--- src/rtl/vid_stream_source_if.sv ---
// AXI4-Stream video beat bundle: 32-bit pixel word with
// line (tlast) and frame (tuser) markers.
interface vid_stream_source_if;
  logic [31:0] tdata;
  logic        tvalid;
  logic        tready;
  logic        tlast;
  logic        tuser;

  modport master (
    output tdata,
    output tvalid,
    output tlast,
    output tuser,
    input  tready
  );

  modport slave (
    input  tdata,
    input  tvalid,
    input  tlast,
    input  tuser,
    output tready
  );
endinterface

--- src/rtl/vid_stream_source.sv ---
// Framebuffer-to-AXI4-Stream video source: walks a 2D window
// through a 1-cycle read port into a small tagged output FIFO.
module vid_stream_source #(
  parameter int FIFO_DEPTH = 4,
  parameter int ADDR_W     = 32
) (
  input  logic              m_axis_vid_aclk,
  input  logic              aresetn,
  input  logic              enable,
  input  logic [ADDR_W-1:0] cfg_base,
  input  logic [15:0]       cfg_stride,
  input  logic [11:0]       cfg_hwords,
  input  logic [11:0]       cfg_vlines,
  output logic              mem_rd,
  output logic [ADDR_W-1:0] mem_addr,
  input  logic [31:0]       mem_rdata,
  vid_stream_source_if.master m_axis_vid,
  output logic              busy,
  output logic              frame_done
);

  localparam int PW = $clog2(FIFO_DEPTH);
  localparam int CW = PW + 1;

  typedef enum logic [1:0] {
    IDLE,
    FETCH,
    DRAIN
  } state_e;

  state_e            state_q;
  logic [11:0]       hw_q;
  logic [11:0]       vl_q;
  logic [11:0]       x_q;
  logic [11:0]       y_q;
  logic [15:0]       stride_q;
  logic [ADDR_W-1:0] line_q;
  logic [ADDR_W-1:0] addr_q;
  logic              frame_done_q;

  logic              inf_q;
  logic              inf_user_q;
  logic              inf_last_q;
  logic [33:0]       fifo_q [FIFO_DEPTH];
  logic [PW-1:0]     wp_q;
  logic [PW-1:0]     rp_q;
  logic [CW-1:0]     cnt_q;

  logic              cfg_ok;
  logic              x_end;
  logic              y_end;
  logic              push;
  logic              pop;
  logic              valid;
  logic              drain_end;
  logic              relatch;
  logic [CW:0]       outst;
  logic [33:0]       head;
  logic [ADDR_W-1:0] line_d;

  assign cfg_ok = enable && (cfg_hwords != '0)
                  && (cfg_vlines != '0);
  assign x_end  = x_q == hw_q - 12'd1;
  assign y_end  = y_q == vl_q - 12'd1;
  assign outst  = {1'b0, cnt_q} + (CW+1)'(inf_q);
  assign mem_rd = (state_q == FETCH)
                  && (outst < (CW+1)'(FIFO_DEPTH));
  assign mem_addr = addr_q;
  assign line_d   = line_q + ADDR_W'(stride_q);

  assign valid = cnt_q != '0;
  assign push  = inf_q;
  assign pop   = valid && m_axis_vid.tready;
  assign head  = fifo_q[rp_q];

  // Leave DRAIN on the edge the final beat handshakes, so a
  // back-to-back frame starts reading without an empty cycle.
  assign drain_end = (state_q == DRAIN) && !inf_q
                     && ((cnt_q == '0)
                     || ((cnt_q == CW'(1)) && pop));
  assign relatch = cfg_ok
                   && ((state_q == IDLE) || drain_end);

  assign busy       = state_q != IDLE;
  assign frame_done = frame_done_q;

  assign m_axis_vid.tvalid = valid;
  assign m_axis_vid.tdata  = valid ? head[31:0] : '0;
  assign m_axis_vid.tlast  = valid && head[32];
  assign m_axis_vid.tuser  = valid && head[33];

  always_ff @(posedge m_axis_vid_aclk) begin
    if (!aresetn) begin
      state_q      <= IDLE;
      hw_q         <= '0;
      vl_q         <= '0;
      x_q          <= '0;
      y_q          <= '0;
      stride_q     <= '0;
      line_q       <= '0;
      addr_q       <= '0;
      frame_done_q <= 1'b0;
    end else begin
      frame_done_q <= drain_end && pop;
      if (relatch) begin
        state_q  <= FETCH;
        hw_q     <= cfg_hwords;
        vl_q     <= cfg_vlines;
        stride_q <= cfg_stride;
        line_q   <= cfg_base;
        addr_q   <= cfg_base;
        x_q      <= '0;
        y_q      <= '0;
      end else begin
        unique case (state_q)
          FETCH: begin
            if (mem_rd) begin
              if (x_end) begin
                x_q    <= '0;
                y_q    <= y_q + 12'd1;
                line_q <= line_d;
                addr_q <= line_d;
                if (y_end) state_q <= DRAIN;
              end else begin
                x_q    <= x_q + 12'd1;
                addr_q <= addr_q + ADDR_W'(4);
              end
            end
          end
          DRAIN: begin
            if (drain_end) state_q <= IDLE;
          end
          default: state_q <= IDLE;
        endcase
      end
    end
  end

  // Tags ride one cycle behind the strobe to meet mem_rdata.
  always_ff @(posedge m_axis_vid_aclk) begin
    if (!aresetn) begin
      inf_q      <= 1'b0;
      inf_user_q <= 1'b0;
      inf_last_q <= 1'b0;
      wp_q       <= '0;
      rp_q       <= '0;
      cnt_q      <= '0;
    end else begin
      inf_q      <= mem_rd;
      inf_user_q <= (x_q == '0) && (y_q == '0);
      inf_last_q <= x_end;
      if (push) wp_q <= wp_q + 1'b1;
      if (pop)  rp_q <= rp_q + 1'b1;
      unique case ({push, pop})
        2'b10:   cnt_q <= cnt_q + 1'b1;
        2'b01:   cnt_q <= cnt_q - 1'b1;
        default: cnt_q <= cnt_q;
      endcase
    end
  end

  always_ff @(posedge m_axis_vid_aclk) begin
    if (push) begin
      fifo_q[wp_q] <= {inf_user_q, inf_last_q, mem_rdata};
    end
  end

endmodule

--- src/flat_wrapper.sv ---
// flat-port wrapper written by rule: the top's interface ports become plain ports
module vid_stream_source_flat 
#(
  parameter int FIFO_DEPTH = 4,
  parameter int ADDR_W     = 32
)
  (m_axis_vid_aclk, aresetn, enable, cfg_base, cfg_stride, cfg_hwords, cfg_vlines, mem_rd, mem_addr, mem_rdata, busy, frame_done, m_axis_vid_tdata, m_axis_vid_tvalid, m_axis_vid_tlast, m_axis_vid_tuser, m_axis_vid_tready);
  vid_stream_source_if m_axis_vid_i ();
  input  logic m_axis_vid_aclk;
  input  logic aresetn;
  input  logic enable;
  input  logic [ADDR_W-1:0] cfg_base;
  input  logic [15:0] cfg_stride;
  input  logic [11:0] cfg_hwords;
  input  logic [11:0] cfg_vlines;
  output logic mem_rd;
  output logic [ADDR_W-1:0] mem_addr;
  input  logic [31:0] mem_rdata;
  output logic busy;
  output logic frame_done;
  output wire logic [$bits(m_axis_vid_i.tdata)-1:0] m_axis_vid_tdata;
  output wire logic [$bits(m_axis_vid_i.tvalid)-1:0] m_axis_vid_tvalid;
  output wire logic [$bits(m_axis_vid_i.tlast)-1:0] m_axis_vid_tlast;
  output wire logic [$bits(m_axis_vid_i.tuser)-1:0] m_axis_vid_tuser;
  input wire logic [$bits(m_axis_vid_i.tready)-1:0] m_axis_vid_tready;
  assign m_axis_vid_tdata = m_axis_vid_i.tdata;
  assign m_axis_vid_tvalid = m_axis_vid_i.tvalid;
  assign m_axis_vid_tlast = m_axis_vid_i.tlast;
  assign m_axis_vid_tuser = m_axis_vid_i.tuser;
  assign m_axis_vid_i.tready = m_axis_vid_tready;
  vid_stream_source #(.FIFO_DEPTH(FIFO_DEPTH), .ADDR_W(ADDR_W)) u_core (.m_axis_vid_aclk(m_axis_vid_aclk), .aresetn(aresetn), .enable(enable), .cfg_base(cfg_base), .cfg_stride(cfg_stride), .cfg_hwords(cfg_hwords), .cfg_vlines(cfg_vlines), .mem_rd(mem_rd), .mem_addr(mem_addr), .mem_rdata(mem_rdata), .m_axis_vid(m_axis_vid_i), .busy(busy), .frame_done(frame_done));
endmodule
--- config.mk ---
export PLATFORM = sky130hd
export DESIGN_NAME = vid_stream_source_flat
export DESIGN_NICKNAME = d
export VERILOG_FILES = /design/src/rtl/vid_stream_source_if.sv /design/src/rtl/vid_stream_source.sv /design/src/flat_wrapper.sv
export SDC_FILE = /design/constraint.sdc
export NUM_CORES = 1
export LEC_CHECK = 0
export BUFFER_PORTS_ARGS = -buffer_cell sky130_fd_sc_hd__buf_2
export CORE_UTILIZATION = 50
export CTS_BUF_LIST = sky130_fd_sc_hd__clkbuf_8 sky130_fd_sc_hd__clkbuf_16
export CTS_CLUSTER_SIZE = 28
export DETAILED_ROUTE_END_ITERATION = 12
export GPL_ROUTABILITY_DRIVEN = 0
export GPL_TIMING_DRIVEN = 1
export PLACE_DENSITY = 0.73
export SLEW_MARGIN = 10
export SYNTH_ARGS = -nofsm -noshare
export SYNTH_HDL_FRONTEND = slang
export SYNTH_SLANG_ARGS = --single-unit
--- constraint.sdc ---
create_clock -name m_axis_vid_aclk -period 3 [get_ports m_axis_vid_aclk]
set_input_delay 0.15 -clock m_axis_vid_aclk [delete_from_list [all_inputs] [get_ports m_axis_vid_aclk]]
set_output_delay 0.15 -clock m_axis_vid_aclk [all_outputs]
set_load 0.01 [all_outputs]
==> results.sh <==
export IMPL_status="finished with violations"
export IMPL_violations="negative setup slack"
export IMPL_grtUsageTotal_pct=25.9
export IMPL_fin_nets=1785
export IMPL_drc=0
export IMPL_worstPathArrival_ns=3.48
export IMPL_seq_area_frac_synth_pct=51.1
export IMPL_place_inst=1824
export IMPL_hold_viol=0
export IMPL_cp_max_fo=6
export IMPL_first_pass_iters=5
export IMPL_worstPathRequired_ns=3.47
export IMPL_cts_tree="yes"
export IMPL_powerDensity_nw_per_um2=598
export IMPL_clkSinkCount=279
export IMPL_drive_above_1_share_pct=23.8
export IMPL_synth_seq_cells=279
export IMPL_crit_type="register to register"
export IMPL_grt_pass1_vias=11300
export IMPL_grt_max_degree=59
export IMPL_yosysWarnings=0
export IMPL_h_tree_depth=1
export IMPL_end_kind="register"
export IMPL_cts_max_path_buffers=3
export IMPL_slew_violations=0
export IMPL_die_width_um=167
export IMPL_fin_skew_ns=0.0122
export IMPL_drv_cap=0
export IMPL_wl_mm=37.1
export IMPL_setup_viol=1
export IMPL_crit_chain="or3_4 -> or4_4 -> a2111oi_4 -> nand4_4 -> nor4_4 -> buf_4 -> buf_6 -> nand3_2 -> xor2_1 -> a211oi_1"
export IMPL_final_antenna_net_count=0
export IMPL_final_cell_mix="nand2_1 (186), buf_2 (177), dfxtp_1 (141), edfxtp_1 (136), dlygate4sd3_1 (100)"
export IMPL_synthCells=1322
export IMPL_synth_ff_type="dfxtp_1"
export IMPL_mostFrequentLayoutCell="nand2_1"
export IMPL_synthDistinctLibCells=75
export IMPL_cts_made_buffers=30
export IMPL_num_rows=59
export IMPL_slew_headroom_pct=54.6
export IMPL_drt_iter0_drc=929
export IMPL_period_minus_slack_ns=3.01
export IMPL_min_path_type="input pin to register"
export IMPL_core_area_um2=26400
export IMPL_viasPerCell=5.78
export IMPL_synthesis_area_um2=13600
export IMPL_worst_slew_pin_slew_ns=0.675
export IMPL_root_buffer="clkbuf_16"
export IMPL_fillers=1960
export IMPL_cp_slowest_stage_delay_ns=0.50
export IMPL_antenna_cells=0
export IMPL_instances_no_fill=2001
export IMPL_area_growth_syn_to_layout_pct=29.1
export IMPL_io_buffers=177
export IMPL_initial_core_util_pct=51.6
export IMPL_dp_hpwl_mm=24.0
export IMPL_fmax_mhz=332
export IMPL_async_flop_share_pct=0
export IMPL_syn_avg_cell_area_um2=10.3
export IMPL_p_leak_nw=6.81
export IMPL_antenna_found_initial=0
export IMPL_io_pins=178
export IMPL_rsz0062_at_grt="yes"
export IMPL_placed_area_um2=15200
export IMPL_worstSkewPairLatency_ns=0.57
export IMPL_dieArea_um2=27800
export IMPL_dpl_worst_slack_ns=-0.113
export IMPL_finalInstanceArea_um2=17500
export IMPL_ir_worst_vdd_mv=0.505
export IMPL_setup_ws_ns=-0.0105
export IMPL_fin_crit_sh_pct=100
export IMPL_clkTransAtPathRegs_ns=0.06
export IMPL_slowest_stage="or4_4"
export IMPL_grt_first_pass_wirelength_mm=57.5
export IMPL_grt_overflow=0
export IMPL_synth_fp_nets=1463
export IMPL_postLayoutCoreUtil_pct=66.5
export IMPL_vias=11600
export IMPL_start_kind="register"
export IMPL_synth_edf_count=136
export IMPL_drt_wirelength_per_cell_um=18.5
export IMPL_die_h_um=167
[flip-flops by register name, summed over array words and instances, names as in the netlist, named ones only]
register,count
u_core.inf_q,1
u_core.vl_q,12
u_core.x_q,12
u_core.hw_q,12
u_core.cnt_q,3
u_core.frame_done,1
u_core.stride_q,16
u_core.inf_last_q,1
u_core.y_q,12
u_core.line_q,32
u_core.rp_q,2
u_core.mem_addr,32
u_core.inf_user_q,1
u_core.wp_q,2
u_core.state_q,2
u_core.fifo_q,136
[per-layer routing]
layer / vias to the layer above / share of wire [%] / global-route usage (%)
met1: 5478 / 40 / 32.5
met4: 0 / 4.1 / 11.5
met3: 104 / 7.4 / 3.59
li1: 5451 / - / -
met5: - / 0 / 0
met2: 530 / 48 / 44.5
[critical path: cells and delay by family (launching register included)]
| family | cells | cell delay [ns] |
|---|---|---|
| and+or+nand+nor | 5 | 1.54 |
| AOI/OAI and AO/OA | 2 | 0.62 |
| DFF | 1 | 0.32 |
| buffers and inverters | 2 | 0.27 |
| xor gates and xnor gates | 1 | 0.17 |
[metrics by stage]
step	hold slack (ns)	setup TNS [ns]	power, mW
6_report	0.0183	-0.0105	10.5
4_1_cts	0.00881	-0.129	10.5
2_1_floorplan	0.249	0	5.92
3_3_place_gp	0.365	-0.110	6.74
3_5_place_dp	0.366	-1.44	6.78
5_1_grt	0.0350	-1.68	10.9
[cells by family after synthesis]
family,after synthesis,share of synthesized area [%]
AND/OR/NAND/NOR,477,17.0
AO/OA/AOI/OAI,281,12.9
flip-flops,279,51.1
buffers and inverters,110,3.19
XOR/XNOR,103,6.64
multiplexers,39,6.00
adder cells (fa/ha/maj),33,3.09
[what timing repair did]
item | in CTS | in global routing
gates cloned | 1 | 2
setup endpoints to repair | 31 | 73
endpoints found under the hold margin | 210 | 0
gates resized for setup | 5 | 59
hold buffers | 100 | 0
pin swaps | 3 | 22
setup buffers | 5 | 16
[power breakdown]
group | leakage [nW] | internal, mW | switching, mW
logic | 3.92 | 1.17 | 1.33
registers | 2.40 | 4.19 | 0.178
clock network | 0.483 | 2.08 | 1.55
[worst paths after layout]
path	start	end	slack [ns]	cells after the start
setup / recovery	u_core.hw_q[0]	u_core.line_q[17]	-0.01	10
hold / removal	cfg_base[20]	u_core.mem_addr[20]	0.02	5
setup reg to reg	u_core.hw_q[0]	u_core.line_q[17]	-0.01	10
hold reg to reg	u_core.mem_addr[0]	u_core.mem_addr[0]	0.46	2
[cell usage after synthesis (all sizes together) (33+ instances only)]
cell type	instances	area (um^2)
a21oi	92	460
and2	44	275
clkbuf	56	210
dfxtp	143	2860
edfxtp	136	4080
inv	33	124
mux4	34	766
nand2	191	719
nand3	44	220
nor2	80	300
o21ai	68	344
xnor2	53	464
xor2	50	438
[cell type report]
cell class	instances	area, um^2	share of cell area (%)
repair buffers	365	2680	15.3
flip-flops and latches	279	6950	39.6
multi-input cells	934	6380	36.4
clock buffers	33	792	4.52
inverters	34	128	0.728
clock inverters	21	188	1.07
well taps	335	419	2.39
(Power assumes the default switching activity.)
